===== src/rtl/mac_stats_pkg.sv =====
// Purpose: shared constants and types for the multi-port MAC management statistics block.
// Latency: n/a (definitions only).
// Backpressure: n/a. Holds the counter index map, mgnt word field positions and register address slices.
package mac_stats_pkg;

   localparam int NUM_CNT = 8;

   typedef enum logic [2:0] {
      CNT_RX_FRAMES  = 3'd0,
      CNT_RX_BYTES   = 3'd1,
      CNT_RX_CRC_ERR = 3'd2,
      CNT_RX_LEN_ERR = 3'd3,
      CNT_RX_TTE     = 3'd4,
      CNT_TX_FRAMES  = 3'd5,
      CNT_TX_BYTES   = 3'd6,
      CNT_TX_TTE     = 3'd7
   } cnt_idx_e;

   // Per-port mgnt word layout
   localparam int RX_W        = 20;
   localparam int TX_W        = 16;
   localparam int LEN_LSB     = 0;
   localparam int LEN_W       = 12;
   localparam int RX_CRC_BIT  = 12;
   localparam int RX_LEN_BIT  = 13;
   localparam int RX_TTE_BIT  = 14;
   localparam int RX_RSVD_LSB = 15;
   localparam int RX_RSVD_W   = 5;
   localparam int TX_TTE_BIT  = 12;
   localparam int TX_RSVD_LSB = 13;
   localparam int TX_RSVD_W   = 3;

   // Register address slices: [7:5] port, [4:2] counter index, [1:0] byte select
   localparam int ADDR_PORT_LSB = 5;
   localparam int ADDR_PORT_W   = 3;
   localparam int ADDR_IDX_LSB  = 2;
   localparam int ADDR_IDX_W    = 3;
   localparam int ADDR_BYTE_LSB = 0;
   localparam int ADDR_BYTE_W   = 2;

   // Identifies which counter the snapshot shadow currently holds
   typedef struct packed {
      logic [ADDR_PORT_W-1:0] port;
      logic [ADDR_IDX_W-1:0]  idx;
   } tag_t;

endpackage


===== src/rtl/mac_mgnt_stats_mp_if.sv =====
// Purpose: byte-wide register request/response bus of the statistics block.
// Latency: response strobe follows request strobe by exactly 2 cycles.
// Backpressure: none; one request may be issued every cycle.
// Signals: sys_req_valid/wr/addr from requester, sys_resp_valid/data back to requester.
interface mac_mgnt_stats_mp_if;
   logic       sys_req_valid;
   logic       sys_req_wr;
   logic [7:0] sys_req_addr;
   logic       sys_resp_valid;
   logic [7:0] sys_resp_data;

   modport master (
      output sys_req_valid, sys_req_wr, sys_req_addr,
      input  sys_resp_valid, sys_resp_data
   );

   modport slave (
      input  sys_req_valid, sys_req_wr, sys_req_addr,
      output sys_resp_valid, sys_resp_data
   );
endinterface


===== src/rtl/mac_stat_cnt.sv =====
// Purpose: one statistics counter cell; clear is applied before the add, then saturate or wrap.
// Latency: new value visible the cycle after inc_en/clr are presented.
// Backpressure: none; accepts an update every cycle.
// Ports: clk, rst, inc_en, inc_val, clr in; cnt out.
module mac_stat_cnt #(
   parameter int CNT_W    = 32,
   parameter int SATURATE = 1
) (
   input  logic             clk,
   input  logic             rst,
   input  logic             inc_en,
   input  logic [CNT_W-1:0] inc_val,
   input  logic             clr,
   output logic [CNT_W-1:0] cnt
);

   logic [CNT_W-1:0] cnt_q, cnt_d;
   logic [CNT_W-1:0] base;
   logic [CNT_W:0]   sum;

   always_comb begin
      // A clear in the same cycle as an event zeroes first, so the event still counts
      base  = clr ? '0 : cnt_q;
      sum   = {1'b0, base} + {1'b0, inc_val};
      cnt_d = base;
      if (inc_en) begin
         if (sum[CNT_W] && (SATURATE != 0)) cnt_d = '1;
         else                               cnt_d = sum[CNT_W-1:0];
      end
   end

   always_ff @(posedge clk) begin
      if (rst) cnt_q <= '0;
      else     cnt_q <= cnt_d;
   end

   assign cnt = cnt_q;

endmodule


===== src/rtl/mac_mgnt_stats_mp.sv =====
// Purpose: per-port RX/TX management event counters (8 per port) read/cleared over a byte-wide register bus.
// Latency: events count and pulse resp 1 cycle after acceptance; register response 2 cycles after request.
// Backpressure: event accepted when valid=1 and resp=0 (held valid re-accepts every 2 cycles); register bus never stalls.
// Ports: clk, rst; rx/tx_mgnt_valid/data in, rx/tx_mgnt_resp out per port; sys (slave modport) register bus.
module mac_mgnt_stats_mp
   import mac_stats_pkg::*;
#(
   parameter int NUM_PORTS = 4,
   parameter int CNT_W     = 32,
   parameter int SATURATE  = 1,
   parameter int CLR_ON_RD = 0
) (
   input  logic                      clk,
   input  logic                      rst,
   input  logic [NUM_PORTS-1:0]      rx_mgnt_valid,
   input  logic [RX_W*NUM_PORTS-1:0] rx_mgnt_data,
   output logic [NUM_PORTS-1:0]      rx_mgnt_resp,
   input  logic [NUM_PORTS-1:0]      tx_mgnt_valid,
   input  logic [TX_W*NUM_PORTS-1:0] tx_mgnt_data,
   output logic [NUM_PORTS-1:0]      tx_mgnt_resp,
   mac_mgnt_stats_mp_if.slave        sys
);

   localparam logic [CNT_W-1:0]       ONE = CNT_W'(1);
   localparam logic [ADDR_PORT_W:0]   NP  = (ADDR_PORT_W+1)'(NUM_PORTS);

   logic [NUM_PORTS-1:0] rx_acc, tx_acc;
   logic [NUM_PORTS-1:0] rx_resp_q, rx_resp_d, tx_resp_q, tx_resp_d;

   logic             inc_en  [NUM_PORTS][NUM_CNT];
   logic [CNT_W-1:0] inc_val [NUM_PORTS][NUM_CNT];
   logic             clr     [NUM_PORTS][NUM_CNT];
   logic [CNT_W-1:0] cnt     [NUM_PORTS][NUM_CNT];

   logic [ADDR_PORT_W-1:0] req_port;
   logic [ADDR_IDX_W-1:0]  req_idx;
   logic [ADDR_BYTE_W-1:0] req_byte;
   tag_t                   req_tag;
   logic                   port_ok, clr_hit;
   logic [CNT_W-1:0]       rx_len, tx_len, sel_cnt, rd_src;
   logic [7:0]             rd_dat;
   logic                   unused_rsvd;

   logic [CNT_W-1:0] shadow_q, shadow_d;
   tag_t             tag_q, tag_d;
   logic             s1_vld_q, s1_vld_d, out_vld_q, out_vld_d;
   logic [7:0]       s1_dat_q, s1_dat_d, out_dat_q, out_dat_d;

   always_comb begin
      rx_acc    = rx_mgnt_valid & ~rx_resp_q;
      tx_acc    = tx_mgnt_valid & ~tx_resp_q;
      rx_resp_d = rx_acc;
      tx_resp_d = tx_acc;

      req_port = sys.sys_req_addr[ADDR_PORT_LSB +: ADDR_PORT_W];
      req_idx  = sys.sys_req_addr[ADDR_IDX_LSB  +: ADDR_IDX_W];
      req_byte = sys.sys_req_addr[ADDR_BYTE_LSB +: ADDR_BYTE_W];
      req_tag  = '{port: req_port, idx: req_idx};
      port_ok  = {1'b0, req_port} < NP;
      // Write always clears; a byte-0 read also clears when clear-on-read is enabled
      clr_hit  = sys.sys_req_valid && port_ok &&
                 (sys.sys_req_wr || ((CLR_ON_RD != 0) && (req_byte == '0)));

      rx_len      = '0;
      tx_len      = '0;
      sel_cnt     = '0;
      unused_rsvd = 1'b0;
      for (int p = 0; p < NUM_PORTS; p++) begin
         rx_len = CNT_W'(rx_mgnt_data[p*RX_W + LEN_LSB +: LEN_W]);
         tx_len = CNT_W'(tx_mgnt_data[p*TX_W + LEN_LSB +: LEN_W]);
         unused_rsvd ^= ^rx_mgnt_data[p*RX_W + RX_RSVD_LSB +: RX_RSVD_W];
         unused_rsvd ^= ^tx_mgnt_data[p*TX_W + TX_RSVD_LSB +: TX_RSVD_W];
         for (int c = 0; c < NUM_CNT; c++) begin
            inc_val[p][c] = ONE;
            clr[p][c]     = clr_hit && (req_port == 3'(p)) && (req_idx == 3'(c));
            if ((req_port == 3'(p)) && (req_idx == 3'(c))) sel_cnt = cnt[p][c];
         end
         inc_en[p][CNT_RX_FRAMES]  = rx_acc[p];
         inc_en[p][CNT_RX_BYTES]   = rx_acc[p];
         inc_en[p][CNT_RX_CRC_ERR] = rx_acc[p] & rx_mgnt_data[p*RX_W + RX_CRC_BIT];
         inc_en[p][CNT_RX_LEN_ERR] = rx_acc[p] & rx_mgnt_data[p*RX_W + RX_LEN_BIT];
         inc_en[p][CNT_RX_TTE]     = rx_acc[p] & rx_mgnt_data[p*RX_W + RX_TTE_BIT];
         inc_en[p][CNT_TX_FRAMES]  = tx_acc[p];
         inc_en[p][CNT_TX_BYTES]   = tx_acc[p];
         inc_en[p][CNT_TX_TTE]     = tx_acc[p] & tx_mgnt_data[p*TX_W + TX_TTE_BIT];
         inc_val[p][CNT_RX_BYTES]  = rx_len;
         inc_val[p][CNT_TX_BYTES]  = tx_len;
      end

      // Upper bytes come from the snapshot only if it belongs to this counter
      rd_src = ((req_byte != '0) && (tag_q == req_tag)) ? shadow_q : sel_cnt;
      rd_dat = 8'h00;
      for (int b = 0; b < CNT_W/8; b++) begin
         if (req_byte == 2'(b)) rd_dat = rd_src[b*8 +: 8];
      end
      if (sys.sys_req_wr || !port_ok) rd_dat = 8'h00;

      shadow_d = shadow_q;
      tag_d    = tag_q;
      if (sys.sys_req_valid && !sys.sys_req_wr && port_ok && (req_byte == '0)) begin
         shadow_d = sel_cnt;
         tag_d    = req_tag;
      end

      s1_vld_d  = sys.sys_req_valid;
      s1_dat_d  = sys.sys_req_valid ? rd_dat : 8'h00;
      out_vld_d = s1_vld_q;
      out_dat_d = s1_dat_q;
   end

   for (genvar gp = 0; gp < NUM_PORTS; gp++) begin : g_port
      for (genvar gc = 0; gc < NUM_CNT; gc++) begin : g_cnt
         mac_stat_cnt #(
            .CNT_W    (CNT_W),
            .SATURATE (SATURATE)
         ) u_cnt (
            .clk     (clk),
            .rst     (rst),
            .inc_en  (inc_en[gp][gc]),
            .inc_val (inc_val[gp][gc]),
            .clr     (clr[gp][gc]),
            .cnt     (cnt[gp][gc])
         );
      end
   end

   always_ff @(posedge clk) begin
      if (rst) begin
         rx_resp_q <= '0;
         tx_resp_q <= '0;
         shadow_q  <= '0;
         tag_q     <= '0;
         s1_vld_q  <= 1'b0;
         s1_dat_q  <= 8'h00;
         out_vld_q <= 1'b0;
         out_dat_q <= 8'h00;
      end else begin
         rx_resp_q <= rx_resp_d;
         tx_resp_q <= tx_resp_d;
         shadow_q  <= shadow_d;
         tag_q     <= tag_d;
         s1_vld_q  <= s1_vld_d;
         s1_dat_q  <= s1_dat_d;
         out_vld_q <= out_vld_d;
         out_dat_q <= out_dat_d;
      end
   end

   assign rx_mgnt_resp       = rx_resp_q;
   assign tx_mgnt_resp       = tx_resp_q;
   assign sys.sys_resp_valid = out_vld_q;
   assign sys.sys_resp_data  = out_dat_q;

endmodule


===== src/flat_wrapper.sv =====
// flat-port wrapper written by rule: the top's interface ports become plain ports
module mac_mgnt_stats_mp_flat import mac_stats_pkg::*;
#(
   parameter int NUM_PORTS = 4,
   parameter int CNT_W     = 32,
   parameter int SATURATE  = 1,
   parameter int CLR_ON_RD = 0
)
  (clk, rst, rx_mgnt_valid, rx_mgnt_data, rx_mgnt_resp, tx_mgnt_valid, tx_mgnt_data, tx_mgnt_resp, sys_sys_req_valid, sys_sys_req_wr, sys_sys_req_addr, sys_sys_resp_valid, sys_sys_resp_data);
  mac_mgnt_stats_mp_if sys_i ();
  input  logic clk;
  input  logic rst;
  input  logic [NUM_PORTS-1:0] rx_mgnt_valid;
  input  logic [RX_W*NUM_PORTS-1:0] rx_mgnt_data;
  output logic [NUM_PORTS-1:0] rx_mgnt_resp;
  input  logic [NUM_PORTS-1:0] tx_mgnt_valid;
  input  logic [TX_W*NUM_PORTS-1:0] tx_mgnt_data;
  output logic [NUM_PORTS-1:0] tx_mgnt_resp;
  input wire logic [$bits(sys_i.sys_req_valid)-1:0] sys_sys_req_valid;
  input wire logic [$bits(sys_i.sys_req_wr)-1:0] sys_sys_req_wr;
  input wire logic [$bits(sys_i.sys_req_addr)-1:0] sys_sys_req_addr;
  output wire logic [$bits(sys_i.sys_resp_valid)-1:0] sys_sys_resp_valid;
  output wire logic [$bits(sys_i.sys_resp_data)-1:0] sys_sys_resp_data;
  assign sys_i.sys_req_valid = sys_sys_req_valid;
  assign sys_i.sys_req_wr = sys_sys_req_wr;
  assign sys_i.sys_req_addr = sys_sys_req_addr;
  assign sys_sys_resp_valid = sys_i.sys_resp_valid;
  assign sys_sys_resp_data = sys_i.sys_resp_data;
  mac_mgnt_stats_mp #(.NUM_PORTS(NUM_PORTS), .CNT_W(CNT_W), .SATURATE(SATURATE), .CLR_ON_RD(CLR_ON_RD)) u_core (.clk(clk), .rst(rst), .rx_mgnt_valid(rx_mgnt_valid), .rx_mgnt_data(rx_mgnt_data), .rx_mgnt_resp(rx_mgnt_resp), .tx_mgnt_valid(tx_mgnt_valid), .tx_mgnt_data(tx_mgnt_data), .tx_mgnt_resp(tx_mgnt_resp), .sys(sys_i));
endmodule

===== config.mk =====
export PLATFORM = sky130hd
export DESIGN_NAME = mac_mgnt_stats_mp_flat
export DESIGN_NICKNAME = d
export VERILOG_FILES = /design/src/rtl/mac_stats_pkg.sv /design/src/rtl/mac_mgnt_stats_mp_if.sv /design/src/rtl/mac_stat_cnt.sv /design/src/rtl/mac_mgnt_stats_mp.sv /design/src/flat_wrapper.sv
export SDC_FILE = /design/constraint.sdc
export NUM_CORES = 2
export LEC_CHECK = 0
export CORE_ASPECT_RATIO = 0.7
export CORE_UTILIZATION = 55
export DETAILED_ROUTE_END_ITERATION = 16
export PLACE_DENSITY = 0.75
export SKIP_LAST_GASP = 1
export SYNTH_ARGS = -nofsm -noshare
export SYNTH_HDL_FRONTEND = slang
export SYNTH_HIERARCHICAL = 1
export SYNTH_SLANG_ARGS = --single-unit
export TNS_END_PERCENT = 20

===== constraint.sdc =====
create_clock -name clk -period 4.2 [get_ports clk]
set_input_delay 0.63 -clock clk [delete_from_list [all_inputs] [get_ports clk]]
set_output_delay 0.63 -clock clk [all_outputs]
set_load 0.005 [all_outputs]

==> metrics.cfg <==
[timing]
skew_ps = 41.1
max_slew_margin_pct = 11.3
rsz0062_at_grt = true
timing.fmax_mhz = 245
drv_slew = 0
hold_violations = 0
fin_setup_tns_ps = 0
setup_violations = 0
fin_hold_ws_ps = 273
finalCritPeriodShare_pct = 97.0
layout_min_cycle_time_ps = 4080
worstMarginPinSlew_ps = 1330

[critical_path]
required_ps = 4850
cp_data_arrival_time_ps = 4730
cp_common_cell = buf_4
critPathSlowestCell = fa_1
timing.rr.start = u_core/g_port[0].g_cnt[3].u_cnt/cnt[29]
crit_path_end_kind = flop
startpoint_type = primary input
reg2regPathDepth = 11
critPathTopFamily = compound AO/OA/AOI/OAI gates
critical_path_class = primary input to flop
crit_path_max_fanout = 10
r2r_end = u_core/out_dat_d[5]
path_buf_inv = 4
crit_path_start = sys_sys_req_addr[6]
ff2ff_setup_slack_ps = 580
cp_cell_sequence = buf_2 > buf_4 > nor4bb_4 > buf_4 > nand2_1 > nor2_2 > nor2b_1 > ha_1 > fa_1 > a21o_1 > a311o_1 > a221oi_2 > nor3_2 > a21oi_2 > o31a_1 > buf_4 > a211oi_1
max_stage_delay_ps = 420

[floorplanning]
start_util_pct = 55.6
coreArea_um2 = 200000
design.die.area_um2 = 204000
core.rowCount = 137
die_width_um = 539
die_h_um = 378
io_pins = 181

[power_and_ir_drop]
sw_frac_of_total_pct = 39.3
p_sw_uw = 18700
p_int_uw = 29000
p_seq_share_pct = 26.9
p_per_area_nw_per_um2 = 341
p_leak_uw = 0.0636
pwr-share-comb_pct = 46.2
peakVddDrop_mv = 0.276
clkPwrFrac_pct = 26.9

[clock_network]
tritoncts = built
clock_latency_ps = 830
postCtsHoldBufs = 0
post_cts_buffers = 0
numCtsBuffers = 139
clkTransAtPathRegs_ps = 60
clock-sinks = 1080
htreeDepth = 4
root_buffer = clkbuf_16
cts_buffer_depth = 4

[hold_path]
hold_depth = 2
hp-start = rst
hold_path_class = primary input to flop
min_to = u_core/g_port[2].g_cnt[1].u_cnt/cnt[8]

[global_routing]
gr-total-overflow = 0
grt_antenna_before_repair = 41
grt_max_degree = 152
grt_pass1_wl_um = 668000
gr-usage-all-layers_pct = 42.2
grt_pass1_vias = 108353

[synthesis]
synth_top_area_share_pct = 19.5
ys.flop_type = dfxtp_1
synth_edf_count = 0
synth_area_um2 = 111000
synth-seq-cells = 1080
seq_area_frac_synth_pct = 19.5
yosys_warnings = 6
yosysTopAreaCell = dfxtp_1
synth_area_leaders = dfxtp_1, ha_1, a211oi_2, nor2b_1, nor2_1
yosysUniqueCellTypes = 120
synth_cells = 13730
async_flop_share_pct = 0
syn_avg_cell_area_um2 = 8.10

[cells_and_area]
syn_to_final_growth_pct = 25.8
layout-drive-gt1-share_pct = 23.6
layout_commonest_cell = buf_4
fillerInstances = 16368
layout_common_cells = buf_4, nor2_1, nor2b_1, dfxtp_1, a21oi_1
seq_area_um2 = 21600
final_nets = 17782
fin_cells = 19320
multi_input_area_um2 = 88300

[detailed_routing]
vias_per_cell = 6.18
drc = 0
antenna_left = 0
vias = 119420
first_iter_violations = 15044
wl_per_cell_um = 23.2
first_pass_iters = 8
drt_wl_total_um = 449000

[placed_design]
numPlacedInstances = 19062
gp_congestion = 1.14
dp_hpwl_um = 355000
io_buffers = 148

[job]
cap_violations = 0

[outcome]
status = finished, final reports clean

## registers in the layout, summed over array words and instances (netlist names)
| register | flops |
|---|---|
| u_core/shadow_q | 24 |
| u_core/out_vld_d | 1 |
| u_core/out_dat_d | 8 |
| u_core/sys.sys_resp_data | 8 |
| u_core/sys.sys_resp_valid | 1 |
| u_core/tx_mgnt_resp | 4 |
| u_core/g_port.g_cnt.u_cnt/cnt | 1024 |
| u_core/rx_mgnt_resp | 4 |
| u_core/tag_q | 6 |
## repair_timing
item / in CTS / in global routing
setup endpoints to repair: 0 / 33
endpoints found under the hold margin: 0 / 0
resized for setup: 0 / 1
## Yosys cell counts, types with 201 or more instances
library cell / count
dfxtp_1: 1080
clkbuf_1: 634
ha_1: 1024
nand3_1: 284
nor2_1: 1643
a211oi_2: 732
a211oi_1: 412
xnor2_1: 378
nor3_1: 203
a21o_1: 509
nand2_1: 664
nor2b_1: 1184
o21ai_0: 501
inv_1: 201
a21oi_1: 1035
xor2_1: 560
## cells by family (layout without fill, tap and decap cells)
group                      Yosys count  after routing  share of synthesized area (%)
and+or+nand+nor                   4767           4767                           21.5
AOI/OAI and AO/OA                 4685           4685                           33.6
buffers and inverters             1092           3071                           4.61
DFF                               1080           1080                           19.5
adders and majority gates         1056           1056                           12.1
xor gates and xnor gates           938            938                           7.39
muxes                              110            110                           1.27
other                                2            972                        0.00676
## worst reg2reg max path: cells and delay by family (launching register included)
family	cells	cell delay, ps
compound gates	5	1230
simple gates	2	640
buf+inv	3	620
mux	1	570
flops	1	390
## through the flow
stage / cell area, um^2 / util, % / worst slack, ps / total power [uW]
6_report: 140000 / 69.9 / 124 / 47700
5_1_grt: 140000 / 69.9 / -22.9 / 49800
4_1_cts: 140000 / 69.9 / 176 / 46600
3_5_place_dp: 135000 / 67.5 / -577 / 33700
3_3_place_gp: 135000 / 67.5 / -515 / 33400
2_1_floorplan: 115000 / - / -51.8 / 26100
## metal layers
metal  global-route usage (%)  up-vias  wire, um
li1                         -    55438         -
met4                     14.2       34     18200
met3                     16.0     1074     63500
met5                    0.543        -       379
met2                     57.3     6397    170000
met1                     59.7    56477    197000
## worst max-delay path by stage
| stage | to | slack, ps | depth (start not counted) |
|---|---|---|---|
| global placement | u_core/g_port[2].g_cnt[6].u_cnt/cnt[1] | -520 | 19 |
| global route | u_core/g_port[3].g_cnt[1].u_cnt/cnt[19] | -20 | 19 |
| floorplan | u_core/g_port[3].g_cnt[0].u_cnt/cnt[29] | -50 | 18 |
| CTS | u_core/g_port[2].g_cnt[6].u_cnt/cnt[29] | 180 | 19 |
| finish | u_core/g_port[3].g_cnt[1].u_cnt/cnt[26] | 120 | 17 |
| detailed placement | u_core/g_port[0].g_cnt[3].u_cnt/cnt[9] | -580 | 19 |
## final cells by class
class                   count  area share [%]
multi-input cells       12508            63.1
diodes                     20          0.0358
repair buffers           2628            15.1
well taps                2641            2.36
clock buffers             186            2.88
clock inverters            52           0.472
flip-flops and latches   1080            15.5
inverters                 205           0.550
## power by group through the flow
stage | combinational, uW | clock, uW | sequential, uW
6_report | 22000 | 12900 | 12800
3_3_place_gp | 20500 | 0 | 12900
5_1_grt | 23700 | 13300 | 12800
3_5_place_dp | 20800 | 0 | 12900
4_1_cts | 21000 | 12900 | 12700
2_1_floorplan | 14200 | 0 | 11900
Power figures use the tool's default switching activity.
